$ cat src/rtl/cdi_pkg.sv
// Shared CD-i core definitions: NVRAM geometry and the save/restore state encoding.
package cdi_pkg;

    typedef enum logic [2:0] {
        IDLE,
        RD_REQ,
        RD_XFER,
        WR_REQ,
        WR_XFER
    } nvram_sync_state_e;

    localparam int NVRAM_BYTES      = 8192;
    localparam int SD_BLOCK_BYTES   = 512;
    localparam int NVRAM_ADDR_BITS  = $clog2(NVRAM_BYTES);
    localparam int BLOCK_ADDR_BITS  = $clog2(SD_BLOCK_BYTES);
    localparam int BLOCK_INDEX_BITS = NVRAM_ADDR_BITS - BLOCK_ADDR_BITS;

    // The save image holds NVRAM blocks starting at LBA 0, so the LBA is the block index.
    function automatic logic [31:0] block_to_lba(input logic [BLOCK_INDEX_BITS-1:0] blk);
        return {{(32 - BLOCK_INDEX_BITS){1'b0}}, blk};
    endfunction

endpackage

$ cat src/rtl/nvram_dirty_tracker.sv
// Tracks unsaved CPU NVRAM writes and signals when the quiet period before autosave has elapsed.
module nvram_dirty_tracker #(
    parameter int DEBOUNCE_CYCLES = 30000000
) (
    input  logic clk30,
    input  logic reset,
    input  logic changed,
    input  logic clear,
    output logic dirty,
    output logic autosave_due
);

    localparam int CNT_W = (DEBOUNCE_CYCLES > 1) ? $clog2(DEBOUNCE_CYCLES) : 1;
    localparam logic [CNT_W-1:0] CNT_MAX = CNT_W'(DEBOUNCE_CYCLES - 1);

    logic [CNT_W-1:0] count;

    // A fresh CPU write outranks a clear so a change landing on the save launch is not lost.
    always_ff @(posedge clk30) begin
        if (reset) begin
            dirty <= 1'b0;
            count <= '0;
        end else if (changed) begin
            dirty <= 1'b1;
            count <= '0;
        end else if (clear) begin
            dirty <= 1'b0;
            count <= '0;
        end else if (dirty && (count != CNT_MAX)) begin
            count <= count + 1'b1;
        end
    end

    assign autosave_due = dirty && (count == CNT_MAX);

endmodule

$ cat src/rtl/nvram_save_sync.sv
// Restores the CD-i NVRAM from the mounted save image and writes it back through
// the hps_io SD-block interface when the CPU has modified it.
module nvram_save_sync
    import cdi_pkg::*;
#(
    parameter int DEBOUNCE_CYCLES = 30000000,
    parameter int NUM_BLOCKS      = 16
) (
    input  logic        clk30,
    input  logic        reset,
    input  logic        img_mounted,
    input  logic        img_readonly,
    input  logic [63:0] img_size,
    input  logic        autosave_en,
    input  logic        save_req,
    output logic [31:0] sd_lba,
    output logic        sd_rd,
    output logic        sd_wr,
    input  logic        sd_ack,
    input  logic [8:0]  sd_buff_addr,
    input  logic [7:0]  sd_buff_dout,
    input  logic        sd_buff_wr,
    output logic [7:0]  sd_buff_din,
    output logic [12:0] nvram_backup_restore_adr,
    output logic [7:0]  nvram_restore_data,
    output logic        nvram_restore_write,
    input  logic [7:0]  nvram_backup_data,
    input  logic        nvram_cpu_changed,
    output logic        nvram_allow_cpu_access,
    output logic        busy
);

    localparam logic [BLOCK_INDEX_BITS-1:0] LAST_BLK = BLOCK_INDEX_BITS'(NUM_BLOCKS - 1);

    nvram_sync_state_e state, state_next;
    logic [BLOCK_INDEX_BITS-1:0] blk, blk_next;

    logic ack_q;
    logic ack_rise;
    logic ack_fall;
    logic mounted;
    logic writable;
    logic pending_mount;
    logic mount_consume;
    logic dirty;
    logic dirty_clear;
    logic autosave_due;
    logic save_trigger;

    nvram_dirty_tracker #(
        .DEBOUNCE_CYCLES(DEBOUNCE_CYCLES)
    ) u_dirty (
        .clk30       (clk30),
        .reset       (reset),
        .changed     (nvram_cpu_changed),
        .clear       (dirty_clear),
        .dirty       (dirty),
        .autosave_due(autosave_due)
    );

    // Edges are taken against the previous sample so a stale ack left high on entry
    // to a request state has to drop and rise again before it counts.
    assign ack_rise = sd_ack && !ack_q;
    assign ack_fall = !sd_ack && ack_q;

    assign save_trigger = save_req || (autosave_en && autosave_due);

    always_ff @(posedge clk30) begin
        if (reset) begin
            state <= IDLE;
            blk   <= '0;
            ack_q <= 1'b0;
        end else begin
            state <= state_next;
            blk   <= blk_next;
            ack_q <= sd_ack;
        end
    end

    // A mount notification arriving in the same cycle as the consume must survive.
    always_ff @(posedge clk30) begin
        if (reset) begin
            mounted       <= 1'b0;
            writable      <= 1'b0;
            pending_mount <= 1'b0;
        end else begin
            if (mount_consume) begin
                pending_mount <= 1'b0;
            end
            if (img_mounted) begin
                mounted       <= (img_size != 64'd0);
                writable      <= !img_readonly;
                pending_mount <= 1'b1;
            end
        end
    end

    always_comb begin
        state_next    = state;
        blk_next      = blk;
        dirty_clear   = 1'b0;
        mount_consume = 1'b0;
        case (state)
            IDLE: begin
                if (pending_mount && mounted) begin
                    state_next    = RD_REQ;
                    blk_next      = '0;
                    mount_consume = 1'b1;
                end else if (pending_mount) begin
                    mount_consume = 1'b1;
                    dirty_clear   = 1'b1;
                end else if (mounted && writable && dirty && save_trigger) begin
                    state_next  = WR_REQ;
                    blk_next    = '0;
                    dirty_clear = 1'b1;
                end
            end
            RD_REQ: begin
                if (ack_rise) begin
                    state_next = RD_XFER;
                end
            end
            // A completed restore matches the image, so nothing is left to save.
            RD_XFER: begin
                if (ack_fall) begin
                    if (blk == LAST_BLK) begin
                        state_next  = IDLE;
                        dirty_clear = 1'b1;
                    end else begin
                        state_next = RD_REQ;
                        blk_next   = blk + 1'b1;
                    end
                end
            end
            WR_REQ: begin
                if (ack_rise) begin
                    state_next = WR_XFER;
                end
            end
            WR_XFER: begin
                if (ack_fall) begin
                    if (blk == LAST_BLK) begin
                        state_next = IDLE;
                    end else begin
                        state_next = WR_REQ;
                        blk_next   = blk + 1'b1;
                    end
                end
            end
            default: begin
                state_next = IDLE;
            end
        endcase
    end

    assign sd_rd  = (state == RD_REQ);
    assign sd_wr  = (state == WR_REQ);
    assign sd_lba = block_to_lba(blk);
    assign busy   = (state != IDLE);

    assign nvram_allow_cpu_access = !((state == RD_REQ) || (state == RD_XFER));

    // NVRAM port B follows the HPS buffer index directly; hps_io absorbs the read latency.
    assign nvram_backup_restore_adr = {blk, sd_buff_addr};
    assign nvram_restore_data       = sd_buff_dout;
    assign nvram_restore_write      = sd_buff_wr && sd_ack && (state == RD_XFER);
    assign sd_buff_din              = nvram_backup_data;

endmodule

$ cat config.mk
export PLATFORM = sky130hd
export DESIGN_NAME = nvram_save_sync
export DESIGN_NICKNAME = d
export VERILOG_FILES = /design/src/rtl/cdi_pkg.sv /design/src/rtl/nvram_dirty_tracker.sv /design/src/rtl/nvram_save_sync.sv
export SDC_FILE = /design/constraint.sdc
export NUM_CORES = 1
export LEC_CHECK = 0
export ABC_AREA = 1
export BUFFER_PORTS_ARGS = -buffer_cell sky130_fd_sc_hd__buf_2
export CAP_MARGIN = 20
export CORE_MARGIN = 2
export CORE_UTILIZATION = 45
export DETAILED_ROUTE_END_ITERATION = 7
export GPL_TIMING_DRIVEN = 0
export PLACE_DENSITY = 0.85
export SLEW_MARGIN = 20
export SYNTH_ARGS = -nofsm -noshare
export SYNTH_HDL_FRONTEND = slang
export SYNTH_SLANG_ARGS = --single-unit
$ cat constraint.sdc
create_clock -name clk30 -period 5.1 [get_ports clk30]
set_clock_uncertainty 0.1 [all_clocks]
set_input_delay 0.255 -clock clk30 [delete_from_list [all_inputs] [get_ports clk30]]
set_output_delay 0.255 -clock clk30 [all_outputs]
set_load 0.05 [all_outputs]
# Yosys cells after proc, flatten, opt, wreduce, memory -nomap -nowiden
# Cells that the tools add are included.
word_totals:
  register_bits: 37
  input_bits: 98
  output_inout_bits: 66
  wordCells: 81
op_classes:
  addsub: 2
  eq_ne: 15
  n_mux: 29
  n_reduce_logical: 27
op_table:
  columns: ["op", "n"]
  rows:
  - ["$reduce_bool A64 Y1", 1]
  - ["$add A25 B1 Y25 const B", 1]
  - ["$eq A25 B25 Y1 const B", 1]
  - ["$ne A25 B25 Y1 const B", 1]
  - ["$mux W3", 7]
  - ["$mux W4", 5]
  - ["$pmux W3 S5", 1]
  - ["$mux W1", 13]
  - ["$logic_and A1 B1 Y1", 11]
  - ["$pmux W4 S2", 1]
  - ["$eq A3 B2 Y1 const B", 2]
  - ["$ne A2 B1 Y1 const B", 3]
  - ["$ne A2 B2 Y1 const B", 3]
  - ["$ne A3 B3 Y1 const B", 2]
  - ["$reduce_and A6 Y1", 1]
  - ["$reduce_bool A2 Y1", 3]
  - ["$reduce_and A5 Y1", 1]
  - ["$add A4 B1 Y4 const B", 1]
  - ["$eq A4 B4 Y1 const B", 1]
  - ["$logic_not A1 Y1", 4]
  - ["$eq A3 B1 Y1 const B", 1]
  - ["$eq A3 B3 Y1 const B", 1]
  - ["$logic_not A3 Y1", 1]
  - ["$reduce_bool A3 Y1", 1]
  - ["other kinds (5)", 6]

# Longest topological paths before layout
# Gate-level depths: netlist of the first run.
depth:
  depth_word: 11
  ltp_mapped: 14
  ltp_nobuf: 14

# Cells and area by module
# A second synthesis of the first run with hierarchy kept.
unflattened:
  cells_unflattened: 468
  hier_area_um2: 2894.0
by_module_without_submodules:
  columns: ["module", "n_inst", "cells_per_inst", "area_each_um2", "seq_area_each_um2"]
  rows:
  - ["nvram_dirty_tracker", 1, 255, 1570.3, 520.5]
  - ["nvram_save_sync", 1, 213, 1323.8, 220.2]

# Worst setup path after synthesis of the first run
# Ideal clock, no wire load.
synth_path:
  kind: "register to register"
  from: "reg state[0]"
  to: "reg state[2]"
  setup_time_ps: 71
  arrival_time_ps: 1827
  required_ps: 4929
  setup_slack_ps: 3103
  stages_incl_launch_ff: 5
  path_buffers: 0
  period_less_slack_ps: 1997
  path_cell_list: "dfxtp_1 inv_1 nor3_1 nand4_1 a21oi_1"
synth_via:
  elab_chain_cells: 3
  word_cells_on_any_way: 13
  classes_between: "eq/ne (10); mux (1); reduce/logical (2)"
synth_rtl:
  columns: ["item", "line", "text"]
  rows:
  - ["start: declaration", "nvram_save_sync.sv:35", "nvram_sync_state_e state, state_next;"]
  - ["start signal: assignment", "nvram_save_sync.sv:74", "state <= state_next;"]
  - ["$eq A3 B2 Y1 (*)", null, null]
  - ["net sd_wr", "nvram_save_sync.sv:18", "output logic sd_wr,"]
  - ["$ne A2 B1 Y1 (no source line)", null, null]
  - ["$reduce_and A6 Y1 (no source line)", null, null]
# Mark *: on every way through the listed nets, which the timed path passes. The rest lies on a longest branch.
# A chain may end at the register's enable or synchronous reset.

# Final worst setup path of the first run
layout_path:
  from: "reg u_dirty.count[0]"
  to: "reg u_dirty.count[15]"
layout_via:
  elab_chain_cells: 10
  word_cells_on_any_way: 13
  classes_between: "add/sub (1); eq/ne (2); mux (4); reduce/logical (6)"
layout_rtl:
  columns: ["item", "line", "text"]
  rows:
  - ["start: declaration", "nvram_dirty_tracker.sv:16", "logic [CNT_W-1:0] count;"]
  - ["start signal: assignment", "nvram_dirty_tracker.sv:30", "count <= count + 1'b1;"]
  - ["$eq A25 B25 Y1", "nvram_dirty_tracker.sv:34", "assign autosave_due = dirty && (count == CNT_MAX);"]
  - ["$logic_and A1 B1 Y1", "nvram_dirty_tracker.sv:34", null]
  - ["$logic_and A1 B1 Y1", "nvram_save_sync.sv:66", "assign save_trigger = save_req || (autosave_en && autosave_due);"]
  - ["$logic_or A1 B1 Y1", "nvram_save_sync.sv:66", null]
  - ["$logic_and A1 B1 Y1", "nvram_save_sync.sv:112", "end else if (mounted && writable && dirty && save_trigger) begin"]
  - ["$mux W1", "nvram_save_sync.sv:112", null]
  - ["$mux W1", "nvram_save_sync.sv:109", "end else if (pending_mount) begin"]
  - ["$mux W1", "nvram_save_sync.sv:105", "if (pending_mount && mounted) begin"]
  - ["$pmux W1 S2", "nvram_save_sync.sv:103", "case (state)"]
  - ["$reduce_or A3 Y1 (no source line)", null, null]
# Parallel ways exist; a longest one is shown, timed or not.

==> results of run 1 <==
-- metrics by stage --
| step | total power, mW | worst slack, ns | hold slack (ns) | util | instances |
|---|---|---|---|---|---|
| 2_1_floorplan | 0.637 | 3.10 | 0.244 | - | 459 |
| 3_3_place_gp | 0.717 | 3.08 | 0.337 | 0.579 | 646 |
| 3_5_place_dp | 0.725 | 3.07 | 0.339 | 0.579 | 646 |
| 4_1_cts | 1.04 | 3.04 | 0.0126 | 0.601 | 654 |
| 5_1_grt | 1.08 | 2.82 | 0.0320 | 0.601 | 654 |
| 6_report | 1.04 | 3.04 | 0.0204 | 0.601 | 654 |
-- critical path, delay by kind of cell (launching register included) --
family / cells / cell delay, ns
and+or+nand+nor: 9 / 1.01
DFF: 1 / 0.40
adders and majority gates: 1 / 0.25
buffers and inverters: 1 / 0.18
-- metal layers --
layer / vias up / part of all wire / GRT usage
met5: - / 0 / 0
met4: 0 / 0.022 / 0.0880
met3: 18 / 0.073 / 0.0356
met2: 149 / 0.53 / 0.403
met1: 1367 / 0.37 / 0.209
li1: 1573 / - / -
-- cells by family (layout without fill, tap and decap cells) --
kind of cell | Yosys count | count (layout) | share of synthesized area
other cells | 1 | 28 | 0.00130
fa+ha+maj | 2 | 2 | 0.00867
buf+inv | 120 | 238 | 0.244
simple gates | 222 | 222 | 0.368
compound gates | 25 | 25 | 0.0446
flops | 37 | 37 | 0.257
mux | 1 | 1 | 0.00347
xor+xnor | 24 | 24 | 0.0728
-- state kept, by name (all words and copies together) (netlist names) --
signal and cells:
u_dirty.count 25, blk 4, state 3, ack_q 1, mounted 1, pending_mount 1
u_dirty.dirty 1, writable 1
-- layout make-up --
cell class	count	area share
Tap cell	77	0.0255
Inverter	58	0.0584
Buffer	62	0.128
Clock inverter	3	0.0182
Sequential cell	37	0.196
Clock buffer	5	0.0182
Timing Repair Buffer	110	0.146
Multi-Input combinational cell	302	0.409
-- Yosys cell counts, types with 2 or more instances --
| cell | instances |
|---|---|
| a21oi_1 | 11 |
| buf_4 | 57 |
| buf_6 | 2 |
| buf_8 | 2 |
| dfxtp_1 | 37 |
| ha_1 | 2 |
| inv_1 | 53 |
| inv_2 | 4 |
| nand2_1 | 88 |
| nand2_2 | 6 |
| nand3_1 | 11 |
| nand3_2 | 2 |
| nand4_1 | 17 |
| nor2_1 | 46 |
| nor2_2 | 21 |
| nor3_1 | 10 |
| nor3_2 | 2 |
| nor4_1 | 16 |
| o21ai_0 | 4 |
| o21ai_1 | 9 |
| xnor2_1 | 4 |
| xor2_1 | 20 |
-- power groups by stage --
stage          registers [mW]  logic [mW]  clock network [mW]
6_report                0.314       0.409               0.314
5_1_grt                 0.316       0.437               0.328
4_1_cts                 0.314       0.407               0.318
3_5_place_dp            0.320       0.405                   0
3_3_place_gp            0.320       0.397                   0
2_1_floorplan           0.332       0.306                   0
-- how the worst max path moves through the flow --
stage | slack (ns) | to | from
finish | 3.04 | u_dirty.count[15] | u_dirty.count[0]
CTS | 3.04 | u_dirty.count[15] | u_dirty.count[0]
floorplan | 3.10 | state[2] | state[0]
global route | 2.82 | u_dirty.count[10] | u_dirty.count[0]
detailed placement | 3.07 | u_dirty.count[12] | u_dirty.count[0]
global placement | 3.08 | u_dirty.count[12] | u_dirty.count[0]
==> impl_metrics.env, run 1 <==
export IMPL_outcome="complete, no violations"
export IMPL_cts_tree="yes"
export IMPL_internal_power_mw=0.616
export IMPL_max_vdd_ir_drop_uv=303
export IMPL_yosys_top_cells_area="dfxtp_1, buf_4, nand2_1, inv_1, xor2_1"
export IMPL_startpoint_type="register"
export IMPL_fill_cells=583
export IMPL_cp_slowest_cell="dfxtp_1"
export IMPL_drv_slew=0
export IMPL_crit_type="register to register"
export IMPL_whs_path_depth=2
export IMPL_htree_levels=2
export IMPL_r2r_setup_slack_ns=3.04
export IMPL_io_pins=164
export IMPL_clk_pin_slew_ns=0.08
export IMPL_drt_total_wl_mm=7.32
export IMPL_drive_above_1_share=0.378
export IMPL_ys_seq_area_frac=0.257
export IMPL_yosysTopAreaCellShare=0.257
export IMPL_design_area_sq_um=3770
export IMPL_synthCells=432
export IMPL_numCtsBuffers=5
export IMPL_grt_usage=0.205
export IMPL_dieArea_sq_um=7070
export IMPL_synth_avg_cell_area_sq_um=6.68
export IMPL_critPathMaxStageDelay_ns=0.40
export IMPL_via_per_inst=4.75
export IMPL_antennaDiodeCount=0
export IMPL_io_buffer_count=110
export IMPL_r2r_end="u_dirty.count[15]"
export IMPL_ctsResizeCount=0
export IMPL_drt_initial_drc_count=187
export IMPL_dr_total_vias=3107
export IMPL_grt_pass1_wl_mm=11.9
export IMPL_area_delta_synth_final_pct=30.7
export IMPL_post_cts_repair_setup_buffers=0
export IMPL_place_gp_congestion=0.933
export IMPL_hold_viol_final=0
export IMPL_dieWidth_um=84.1
export IMPL_cap_violations=0
export IMPL_power_switching_mw=0.421
export IMPL_synth_edf_count=0
export IMPL_ys_types=30
export IMPL_min_to="writable"
export IMPL_grt_overflow=0
export IMPL_clkLatencyLatePin_ns=0.30
export IMPL_num_rows=29
export IMPL_grt_max_degree=14
export IMPL_wl_per_cell_um=11.2
export IMPL_ys_async_sr_fraction=0
export IMPL_arrival_ns=2.15
export IMPL_leakagePower_nw=1.82
export IMPL_pwr_share_seq=0.303
export IMPL_p_sw_frac=0.406
export IMPL_fmaxAchievable_ghz=0.485
export IMPL_yosysTopAreaCell="dfxtp_1"
export IMPL_comb_power_share=0.394
export IMPL_drc=0
export IMPL_min_period_ns=2.06
export IMPL_ant_nets=0
export IMPL_die_h_um=84.1
export IMPL_end_kind="register"
export IMPL_setup_viol=0
export IMPL_dpl_cell_area_sq_um=3630
export IMPL_cts_root_buf="clkbuf_8"
export IMPL_grt_pass1_vias=2900
export IMPL_antenna_found_initial=0
export IMPL_grt_setup_unrepaired="no"
export IMPL_synth_main_ff_cell="dfxtp_1"
export IMPL_ff2ff_path_depth=11
export IMPL_drt_first_pass_iters=4
export IMPL_required_ns=5.19
export IMPL_power_density_nw_per_um2=275
export IMPL_cts_hold_buffers=0
export IMPL_nets=676
export IMPL_min_delay_start="img_readonly"
export IMPL_setup_tns_ns=0
export IMPL_synth_area_sq_um=2890
export IMPL_crit_path_max_fanout=10
export IMPL_reg2reg_from="u_dirty.count[0]"
export IMPL_crit_path_cell_trace="ha_1, nand3_1, nor2_2, nand3_1, nand2_1, nand2_2, nand2_1, nand2_2, nand4_4, buf_8, nor2_2"
export IMPL_layout_common_cells="buf_2, nand2_1, buf_4, inv_1, nor2_1"
export IMPL_coreArea_sq_um=6280
export IMPL_clkSinkCount=37
export IMPL_pwr_share_clk=0.303
export IMPL_multi_input_area_sq_um=1540
export IMPL_hpwl_mm=5.83
export IMPL_period_share=0.404
export IMPL_ctsLongestPathBuffers=2
export IMPL_hold_class="primary input to register"
export IMPL_final_common_cell="buf_2"
export IMPL_initial_core_util=0.460
export IMPL_ys_ff_latch=37
export IMPL_seq_area_sq_um=741
export IMPL_yosys_warnings=0
Power figures use the tool's default switching activity.
==> run 2: changes to the inputs <==
==> constraint.sdc (replaced) <==
create_clock -name clk30 -period 2.01 [get_ports clk30]
set_clock_uncertainty 0.1 [all_clocks]
set_input_delay 0.1005 -clock clk30 [delete_from_list [all_inputs] [get_ports clk30]]
set_output_delay 0.1005 -clock clk30 [all_outputs]
set_load 0.05 [all_outputs]
==> impl_metrics.env, run 2 (same netlist as run 1, synthesis figures left out) <==
export IMPL_outcome="complete, no violations"
export IMPL_power_density_nw_per_um2=686
export IMPL_clkLatencyLatePin_ns=0.31
export IMPL_htree_levels=2
export IMPL_crit_path_cell_trace="ha_4, nand3_4, nor2_4, nand2_2, nand2_4, inv_4, nand2_1, nor2_1, nand2_1, nand2_1, inv_1, nor2_2"
export IMPL_max_vdd_ir_drop_uv=563
export IMPL_p_sw_frac=0.405
export IMPL_pwr_share_seq=0.301
export IMPL_setup_viol=0
export IMPL_hpwl_mm=5.83
export IMPL_end_kind="register"
export IMPL_critPathMaxStageDelay_ns=0.42
export IMPL_initial_core_util=0.460
export IMPL_io_pins=164
export IMPL_reg2reg_from="u_dirty.count[1]"
export IMPL_internal_power_mw=1.57
export IMPL_antennaDiodeCount=0
export IMPL_grt_overflow=0
export IMPL_nets=682
export IMPL_reg_top3="u_dirty.count x25, blk x4, state x3"
export IMPL_hold_viol_final=0
export IMPL_clkSinkCount=37
export IMPL_dp_cells=646
export IMPL_drc=0
export IMPL_r2r_setup_slack_ns=0.20
export IMPL_startpoint_type="register"
export IMPL_path_depth=12
export IMPL_drt_initial_drc_count=152
export IMPL_dr_total_vias=3154
export IMPL_leakagePower_nw=1.85
export IMPL_post_place_ws_ns=-0.0209
export IMPL_coreArea_sq_um=6280
export IMPL_fmaxAchievable_ghz=0.553
export IMPL_arrival_ns=1.91
export IMPL_cp_slowest_cell="dfxtp_1"
export IMPL_layout_common_cells="buf_2, nand2_1, buf_4, inv_1, nor2_1"
export IMPL_area_delta_synth_final_pct=33.7
export IMPL_crit_type="register to register"
export IMPL_dpl_cell_area_sq_um=3630
export IMPL_cts_tree="yes"
export IMPL_grt_setup_unrepaired="no"
export IMPL_r2r_end="u_dirty.count[7]"
export IMPL_critPathTopFamily="simple AND/OR/NAND/NOR gates"
export IMPL_grt_usage=0.207
export IMPL_antenna_found_initial=0
export IMPL_drt_first_pass_iters=5
export IMPL_power_switching_mw=1.07
export IMPL_die_h_um=84.1
export IMPL_layout_cells_non_filler=660
export IMPL_cap_violations=0
export IMPL_crit_path_max_fanout=9
export IMPL_wl_per_cell_um=11.2
export IMPL_design_area_sq_um=3860
export IMPL_crit_path_end="u_dirty.count[7]"
export IMPL_grt_pass1_vias=2928
export IMPL_clk_pin_slew_ns=0.08
export IMPL_drv_slew=0
export IMPL_drive_above_1_share=0.384
export IMPL_dieArea_sq_um=7070
export IMPL_period_share=0.900
export IMPL_io_buffer_count=110
export IMPL_largest_reg_flops=25
export IMPL_final_common_cell="buf_2"
export IMPL_cts_root_buf="clkbuf_8"
export IMPL_total_power_mw=2.65
export IMPL_required_ns=2.11
export IMPL_pwr_share_clk=0.301
export IMPL_ctsLongestPathBuffers=2
export IMPL_numCtsBuffers=5
export IMPL_via_per_inst=4.78
export IMPL_cp_common_cell="nand2_1"
export IMPL_comb_power_share=0.398
export IMPL_worst_slack_ns=0.201
export IMPL_setup_tns_ns=0
export IMPL_dieWidth_um=84.1
export IMPL_num_rows=29
export IMPL_path_buf_inv=2
export IMPL_hold_class="primary input to register"
export IMPL_whs_path_depth=3
export IMPL_ff2ff_path_depth=12
export IMPL_min_period_ns=1.81
export IMPL_drt_total_wl_mm=7.39
export IMPL_ant_nets=0
export IMPL_grt_max_degree=14
export IMPL_grt_pass1_wl_mm=12.0
export IMPL_top_register="u_dirty.count"
export IMPL_crit_path_start="u_dirty.count[1]"
export IMPL_place_gp_congestion=0.933
-- run 2: cell count changes in the layout (fill, tap and decap cells not counted) --
| cell | before | now |
|---|---|---|
| dlygate4sd3_1 | 0 | 4 |
| buf_4 | 57 | 59 |
| dfxtp_1 | 37 | 35 |
| dfxtp_2 | 0 | 2 |
| ha_1 | 2 | 1 |
| ha_4 | 0 | 1 |
| nand3_1 | 11 | 10 |
| nand3_4 | 0 | 1 |
| nor2_2 | 21 | 20 |
| nor2_4 | 0 | 1 |
-- run 2: worst min path at each step --
stage                            from       endpoint  slack [ns]
floorplan                 img_mounted       writable        0.09
global placement         img_readonly       writable        0.18
detailed placement       img_readonly       writable        0.18
CTS                       img_mounted  pending_mount       0.006
global route        nvram_cpu_changed  u_dirty.dirty        0.04
finish                    img_mounted  pending_mount        0.02
-- run 2: power groups by stage --
stage / Combinational [mW] / Sequential (mW) / Clock, mW
2_1_floorplan: 0.776 / 0.841 / 0
3_3_place_gp: 1.01 / 0.812 / 0
3_5_place_dp: 1.03 / 0.813 / 0
4_1_cts: 1.04 / 0.796 / 0.807
5_1_grt: 1.13 / 0.803 / 0.831
6_report: 1.05 / 0.798 / 0.796
-- run 2: timing repair --
item | CTS | global route
resized for setup | 1 | 6
buffers inserted | 0 | 2
pin swaps | 0 | 0
hold buffers | 4 | 0
setup endpoints to repair | 20 | 29
hold endpoints to repair | 3 | 0
-- run 2: layout make-up --
type	count	area, sq um
Clock buffer	5	68.8
Tap cell	77	96.3
Inverter	58	220
Multi-Input combinational cell	302	1570
Fill cell	569	2420
Sequential cell	37	743
Timing Repair Buffer	116	606
Buffer	62	484
Clock inverter	3	68.8
-- run 2: metrics by stage --
| stage | utilization | hold slack, ns |
|---|---|---|
| finish | 0.615 | 0.0188 |
| global route | 0.615 | 0.0377 |
| CTS | 0.608 | 0.00649 |
| detailed placement | 0.579 | 0.184 |
| global placement | 0.579 | 0.183 |
| floorplan | - | 0.0899 |
-- run 2: worst register-to-register path, stage by stage, from the launching register on --
cell	delay [ns]
dfxtp_1	0.42
ha_4	0.20
nand3_4	0.12
nor2_4	0.14
nand2_2	0.07
nand2_4	0.15
inv_4	0.10
nand2_1	0.14
nor2_1	0.07
nand2_1	0.06
nand2_1	0.05
inv_1	0.06
nor2_2	0.04
-- run 2: layer usage --
layer / GRT usage / part of all wire
met4: 0.0880 / 0.022
met5: 0 / 0
met1: 0.211 / 0.36
met2: 0.405 / 0.53
met3: 0.0366 / 0.085
